===== src/rtl/imm_encode_if.sv =====
// imm_encode_if
//   Bundles the word-in / word-out handshake of imm_encode.
//   Input side : in_valid, in_ready, imm[31:0], imm_src[1:0], base[31:0]
//   Output side: out_valid, out_ready, instr[31:0], out_err, err_count[7:0]
//   master: the environment that offers words and consumes results.
//   slave : the encoder block itself.
interface imm_encode_if;
   logic        in_valid;
   logic        in_ready;
   logic [31:0] imm;
   logic [1:0]  imm_src;
   logic [31:0] base;
   logic        out_valid;
   logic        out_ready;
   logic [31:0] instr;
   logic        out_err;
   logic [7:0]  err_count;

   modport master (
      output in_valid, imm, imm_src, base, out_ready,
      input  in_ready, out_valid, instr, out_err, err_count
   );

   modport slave (
      input  in_valid, imm, imm_src, base, out_ready,
      output in_ready, out_valid, instr, out_err, err_count
   );
endinterface


===== src/rtl/imm_encode.sv =====
// imm_encode
//   Two-stage pipelined immediate packer. Inserts a signed 32-bit immediate
//   into the bit positions owned by the selected instruction format
//   (00 I, 01 S, 10 B, 11 J); all other bits come from the base template.
//   Immediates the format cannot hold raise out_err; the word is still packed
//   from the truncated bits and delivered. err_count counts handed-off
//   erroneous words and saturates at 255.
// Ports
//   clk   : rising-edge clock
//   reset : synchronous, active-high reset
//   bus   : imm_encode_if.slave (valid/ready in, valid/ready out, err_count)
module imm_encode (
   input  logic        clk,
   input  logic        reset,
   imm_encode_if.slave bus
);
   localparam logic [1:0] FMT_I = 2'b00;
   localparam logic [1:0] FMT_S = 2'b01;
   localparam logic [1:0] FMT_B = 2'b10;
   localparam logic [1:0] FMT_J = 2'b11;

   // stage 1: raw operands
   logic        s1_valid_reg;
   logic [31:0] s1_imm_reg;
   logic [1:0]  s1_src_reg;
   logic [31:0] s1_base_reg;

   // stage 2: packed result
   logic        s2_valid_reg;
   logic [31:0] s2_instr_reg;
   logic        s2_err_reg;

   logic [7:0]  err_count_reg;

   logic        s2_load;
   logic        s1_load;
   logic        out_fire;
   logic [31:0] instr_next;
   logic        err_next;

   // Arithmetic right shifts collapse the high immediate bits to 0 or all
   // ones exactly when they are a pure sign extension of the bit below.
   logic [31:0] sh11;
   logic [31:0] sh12;
   logic [31:0] sh20;
   logic        fits11;
   logic        fits12;
   logic        fits20;

   assign sh11   = $unsigned($signed(s1_imm_reg) >>> 11);
   assign sh12   = $unsigned($signed(s1_imm_reg) >>> 12);
   assign sh20   = $unsigned($signed(s1_imm_reg) >>> 20);
   assign fits11 = (sh11 == 32'h0000_0000) || (sh11 == 32'hFFFF_FFFF);
   assign fits12 = (sh12 == 32'h0000_0000) || (sh12 == 32'hFFFF_FFFF);
   assign fits20 = (sh20 == 32'h0000_0000) || (sh20 == 32'hFFFF_FFFF);

   // Stage 2 frees up when empty or when its word is taken this cycle;
   // stage 1 frees up when empty or when it moves into stage 2. The input
   // side is ready exactly when stage 1 can load, which reduces to
   // !s1_valid || !s2_valid || out_ready (combinational from out_ready).
   assign s2_load      = !s2_valid_reg || bus.out_ready;
   assign s1_load      = !s1_valid_reg || s2_load;
   assign out_fire     = s2_valid_reg && bus.out_ready;

   assign bus.in_ready  = s1_load;
   assign bus.out_valid = s2_valid_reg;
   assign bus.instr     = s2_instr_reg;
   assign bus.out_err   = s2_err_reg;
   assign bus.err_count = err_count_reg;

   always_comb begin
      instr_next = s1_base_reg;
      err_next   = 1'b0;
      unique case (s1_src_reg)
         FMT_I: begin
            instr_next[31:20] = s1_imm_reg[11:0];
            err_next          = !fits11;
         end
         FMT_S: begin
            instr_next[31:25] = s1_imm_reg[11:5];
            instr_next[11:7]  = s1_imm_reg[4:0];
            err_next          = !fits11;
         end
         FMT_B: begin
            instr_next[31]    = s1_imm_reg[12];
            instr_next[30:25] = s1_imm_reg[10:5];
            instr_next[11:8]  = s1_imm_reg[4:1];
            instr_next[7]     = s1_imm_reg[11];
            err_next          = !fits12 || s1_imm_reg[0];
         end
         FMT_J: begin
            instr_next[31]    = s1_imm_reg[20];
            instr_next[30:21] = s1_imm_reg[10:1];
            instr_next[20]    = s1_imm_reg[11];
            instr_next[19:12] = s1_imm_reg[19:12];
            err_next          = !fits20 || s1_imm_reg[0];
         end
         default: begin
            instr_next = s1_base_reg;
            err_next   = 1'b0;
         end
      endcase
   end

   always_ff @(posedge clk) begin
      if (reset) begin
         s1_valid_reg  <= 1'b0;
         s1_imm_reg    <= '0;
         s1_src_reg    <= '0;
         s1_base_reg   <= '0;
         s2_valid_reg  <= 1'b0;
         s2_instr_reg  <= '0;
         s2_err_reg    <= 1'b0;
         err_count_reg <= '0;
      end else begin
         if (s1_load) begin
            s1_valid_reg <= bus.in_valid;
            if (bus.in_valid) begin
               s1_imm_reg  <= bus.imm;
               s1_src_reg  <= bus.imm_src;
               s1_base_reg <= bus.base;
            end
         end
         if (s2_load) begin
            s2_valid_reg <= s1_valid_reg;
            if (s1_valid_reg) begin
               s2_instr_reg <= instr_next;
               s2_err_reg   <= err_next;
            end
         end
         if (out_fire && s2_err_reg && (err_count_reg != 8'hFF)) begin
            err_count_reg <= err_count_reg + 8'd1;
         end
      end
   end
endmodule

===== src/flat_wrapper.sv =====
// flat-port wrapper written by rule: the top's interface ports become plain ports
module imm_encode_flat 
  (clk, reset, bus_in_valid, bus_imm, bus_imm_src, bus_base, bus_out_ready, bus_in_ready, bus_out_valid, bus_instr, bus_out_err, bus_err_count);
  imm_encode_if bus_i ();
  input  logic clk;
  input  logic reset;
  input wire logic [$bits(bus_i.in_valid)-1:0] bus_in_valid;
  input wire logic [$bits(bus_i.imm)-1:0] bus_imm;
  input wire logic [$bits(bus_i.imm_src)-1:0] bus_imm_src;
  input wire logic [$bits(bus_i.base)-1:0] bus_base;
  input wire logic [$bits(bus_i.out_ready)-1:0] bus_out_ready;
  output wire logic [$bits(bus_i.in_ready)-1:0] bus_in_ready;
  output wire logic [$bits(bus_i.out_valid)-1:0] bus_out_valid;
  output wire logic [$bits(bus_i.instr)-1:0] bus_instr;
  output wire logic [$bits(bus_i.out_err)-1:0] bus_out_err;
  output wire logic [$bits(bus_i.err_count)-1:0] bus_err_count;
  assign bus_i.in_valid = bus_in_valid;
  assign bus_i.imm = bus_imm;
  assign bus_i.imm_src = bus_imm_src;
  assign bus_i.base = bus_base;
  assign bus_i.out_ready = bus_out_ready;
  assign bus_in_ready = bus_i.in_ready;
  assign bus_out_valid = bus_i.out_valid;
  assign bus_instr = bus_i.instr;
  assign bus_out_err = bus_i.out_err;
  assign bus_err_count = bus_i.err_count;
  imm_encode u_core (.clk(clk), .reset(reset), .bus(bus_i));
endmodule

===== config.mk =====
export PLATFORM = sky130hd
export DESIGN_NAME = imm_encode_flat
export DESIGN_NICKNAME = d
export VERILOG_FILES = /design/src/rtl/imm_encode_if.sv /design/src/rtl/imm_encode.sv /design/src/flat_wrapper.sv
export SDC_FILE = /design/constraint.sdc
export NUM_CORES = 1
export LEC_CHECK = 0
export BUFFER_PORTS_ARGS = -buffer_cell sky130_fd_sc_hd__buf_2
export CORE_MARGIN = 5
export CORE_UTILIZATION = 47
export DETAILED_ROUTE_END_ITERATION = 10
export PLACE_DENSITY = 0.86
export SETUP_SLACK_MARGIN = 0.02
export SLEW_MARGIN = 20
export SYNTH_ARGS = -nofsm -noshare
export SYNTH_HDL_FRONTEND = slang
export SYNTH_SLANG_ARGS = --single-unit

===== constraint.sdc =====
create_clock -name clk -period 1.7 [get_ports clk]
set_input_delay 0.085 -clock clk [delete_from_list [all_inputs] [get_ports clk]]
set_output_delay 0.085 -clock clk [all_outputs]
set_load 0.02 [all_outputs]

==> flow_summary.json <==
{
  "status": "completed",
  "worst_pin_slew_ns": 0.374,
  "die-area_um2": 10600,
  "timing.final.crit_share_pct": 97.1,
  "routed-via-count": 4074,
  "setup_tns_ns": 0,
  "most_common_cell_in_the_netlist": "sky130_fd_sc_hd__nand2_1",
  "synth-async-reset-ratio_pct": 0,
  "synth.yosys.seq_area_share_pct": 50.3,
  "gp_routability_congestion": 0.843,
  "synth.lib_cells_used.distinct": 38,
  "worst_path_largest_cell_delay_ns": 0.42,
  "hold-worst-slack_ns": 0.167,
  "drcViolationCount": 0,
  "antenna_cells_inserted": 0,
  "maxClockFrequency_ghz": 0.606,
  "synth_top_cell_by_area": "sky130_fd_sc_hd__dfxtp_1",
  "cell_leakage_power_nw": 2.34,
  "report.power.total_mw": 5.12,
  "timing.hold.worst.class": "input port to flop",
  "groute.usage.overall_pct": 21.2,
  "detail_route.wirelength_mm": 11.6,
  "grt_start_max_net_pins": 56,
  "synth_top_cell_area_share_pct": 50.3,
  "critical_path_required_ns": 1.95,
  "num_rows": 34,
  "synth_common_cells": "153 x sky130_fd_sc_hd__nand2_1, 102 x sky130_fd_sc_hd__dfxtp_1, 76 x sky130_fd_sc_hd__a21oi_1",
  "cap_violations": 0,
  "headroom_to_the_max_slew_limit_pct": 75.0,
  "drt_pass1_iterations": 5,
  "crit_fanout": 4,
  "ys_ff_latch": 102,
  "placed_area_um2": 4710,
  "final_hold_viol_count": 0,
  "finalSetupViolCount": 0,
  "core_region_area_um2": 8550,
  "wl_per_cell_um": 15.0,
  "pin_count": 113,
  "ys_warn_count": 0,
  "crit_path_top_delay_cell": "sky130_fd_sc_hd__or3b_4",
  "clk_pin_slew_worst_paths_ns": 0.09,
  "numCtsBuffers": 9,
  "area.growth.synth_to_final_pct": 38.9,
  "dp_cells": 694,
  "clock_tree.root_cell": "sky130_fd_sc_hd__clkbuf_8",
  "drive_above_1_share_pct": 23.0,
  "final_net_count": 734,
  "critical_path.startpoint_type": "flop",
  "grt_pass1_wl_mm": 17.8,
  "ant_nets": 0,
  "stdcell_count": 772,
  "reg_to_reg_setup_timing_slack_ns": 0.05,
  "placement.io_buffers": 105,
  "cp-end-kind": "flop",
  "clock_latency_ns": 0.35,
  "fin_ws_ns": 0.0485,
  "cts_htree_levels": 3,
  "layout_min_cycle_time_ns": 1.65,
  "holdPathStages": 4,
  "worst_ep_arrival_time_ns": 1.90,
  "fin_area_um2": 5640,
  "ranking_of_synthesized_cells_by_area": "sky130_fd_sc_hd__dfxtp_1 50%, sky130_fd_sc_hd__nand2_1 14%, sky130_fd_sc_hd__a21oi_1 9.4%",
  "final.setup_skew_ns": 0.00638,
  "number_of_antenna_violations_at_the_first_check_in_global_routing": 0,
  "postLayoutCoreUtil_pct": 66.0,
  "initial_core_util_pct": 47.5,
  "die_h_um": 103,
  "clockBufferDepth": 2,
  "syn-mean-instance-area_um2": 8.04,
  "power.density_cell_area_nw_per_um2": 908,
  "final-max-slew-violation-count": 0,
  "tritoncts": "yes",
  "fillers": 648,
  "synthesis.area_um2": 4060,
  "vias_per_cell": 5.28,
  "drt_first_iter_violations": 298,
  "multi_input_comb_area_um2": 1890,
  "crit_type": "flop to flop",
  "dominantRegCellSynth": "sky130_fd_sc_hd__dfxtp_1",
  "cts.sink_count": 102,
  "first_global_vias": 3799,
  "crit_path_cell_trace": "inv_4 -> ha_4 -> or3b_4 -> nor3_4 -> a32oi_2 -> a41oi_2 -> nand2_1",
  "post-place-ws_ns": -0.0144,
  "place.detailed.hpwl_mm": 6.96,
  "syn-num-nets": 580,
  "peakVddDrop_mv": 0.524,
  "synth_enable_flop_cells": 0,
  "r2r_cells": 7,
  "global_route.overflow_total": 0,
  "chipWidth_um": 103,
  "area.sequential_um2": 2050,
  "synthCells": 505
}
[kinds of logic after synthesis]
| group | after synthesis | synth area share [%] |
|---|---|---|
| AO/OA/AOI/OAI | 109 | 15.5 |
| XOR/XNOR | 6 | 1.29 |
| adder cells (fa/ha/maj) | 5 | 1.54 |
| buffers and inverters | 41 | 4.93 |
| flip-flops | 102 | 50.3 |
| multiplexers | 9 | 2.22 |
| AND/OR/NAND/NOR | 233 | 24.2 |
[placed cells by master (no fill, tap or decap), drive strengths merged, types with 2 or more instances in the layout]
master / n
nor2b: 6
nor4: 3
o21ai: 8
a21oi: 76
xnor2: 5
nand3: 3
a311oi: 4
nor3: 17
buf: 118
bufinv: 3
and3: 2
a22oi: 4
nand4: 7
ha: 5
a211oi: 12
nand2: 154
clkbuf: 10
or4: 2
dfxtp: 102
inv: 7
dlygate4sd3: 61
nor2: 34
mux2i: 9
[metal layers]
layer	part of all wire (%)	GRT usage, %	vias to the layer above
met1	41	26.2	1895
met5	0	0	-
met2	50	37.2	150
li1	-	-	2003
met3	6.2	3.72	26
met4	2.4	7.27	0
[cell type report]
type                       count  area share (%)
clock buffer                  10            2.26
inverter                       5           0.377
multi-input combinational    362            33.5
sequential                   102            36.3
clock inverter                 6            2.06
tap                          108            2.40
timing repair buffer         179            23.1
[worst max-delay path: cells and delay by family, from the launching register on]
family / cells / cell delay (ns)
adders and majority gates: 1 / 0.15
AOI/OAI and AO/OA: 2 / 0.28
and+or+nand+nor: 3 / 0.68
buffers and inverters: 1 / 0.04
DFF: 1 / 0.39
[final timing paths]
kind                             start                      end
setup / recovery  u_core.s1_src_reg[0]       u_core.bus.out_err
hold / removal           bus_out_ready  u_core.bus.err_count[0]
setup reg to reg  u_core.s1_src_reg[0]       u_core.bus.out_err
hold reg to reg    u_core.bus.instr[5]      u_core.bus.instr[5]
[where the power goes]
part	leakage, nW	total, mW	internal, mW	switching, mW
registers	0.838	2.60	2.51	0.0872
clock network	0.121	1.81	0.992	0.818
logic	1.38	0.718	0.336	0.382
total	2.34	5.12	3.84	1.29
[what timing repair did]
action / in CTS / in global routing
setup buffers: 0 / 1
hold buffers: 61 / 0
gates cloned: 0 / 0
endpoints found under the hold margin: 61 / 0
pin swaps: 0 / 5
setup endpoints to repair: 4 / 11
resized for setup: 2 / 14
No activity file was read; power rests on OpenSTA's default activity.
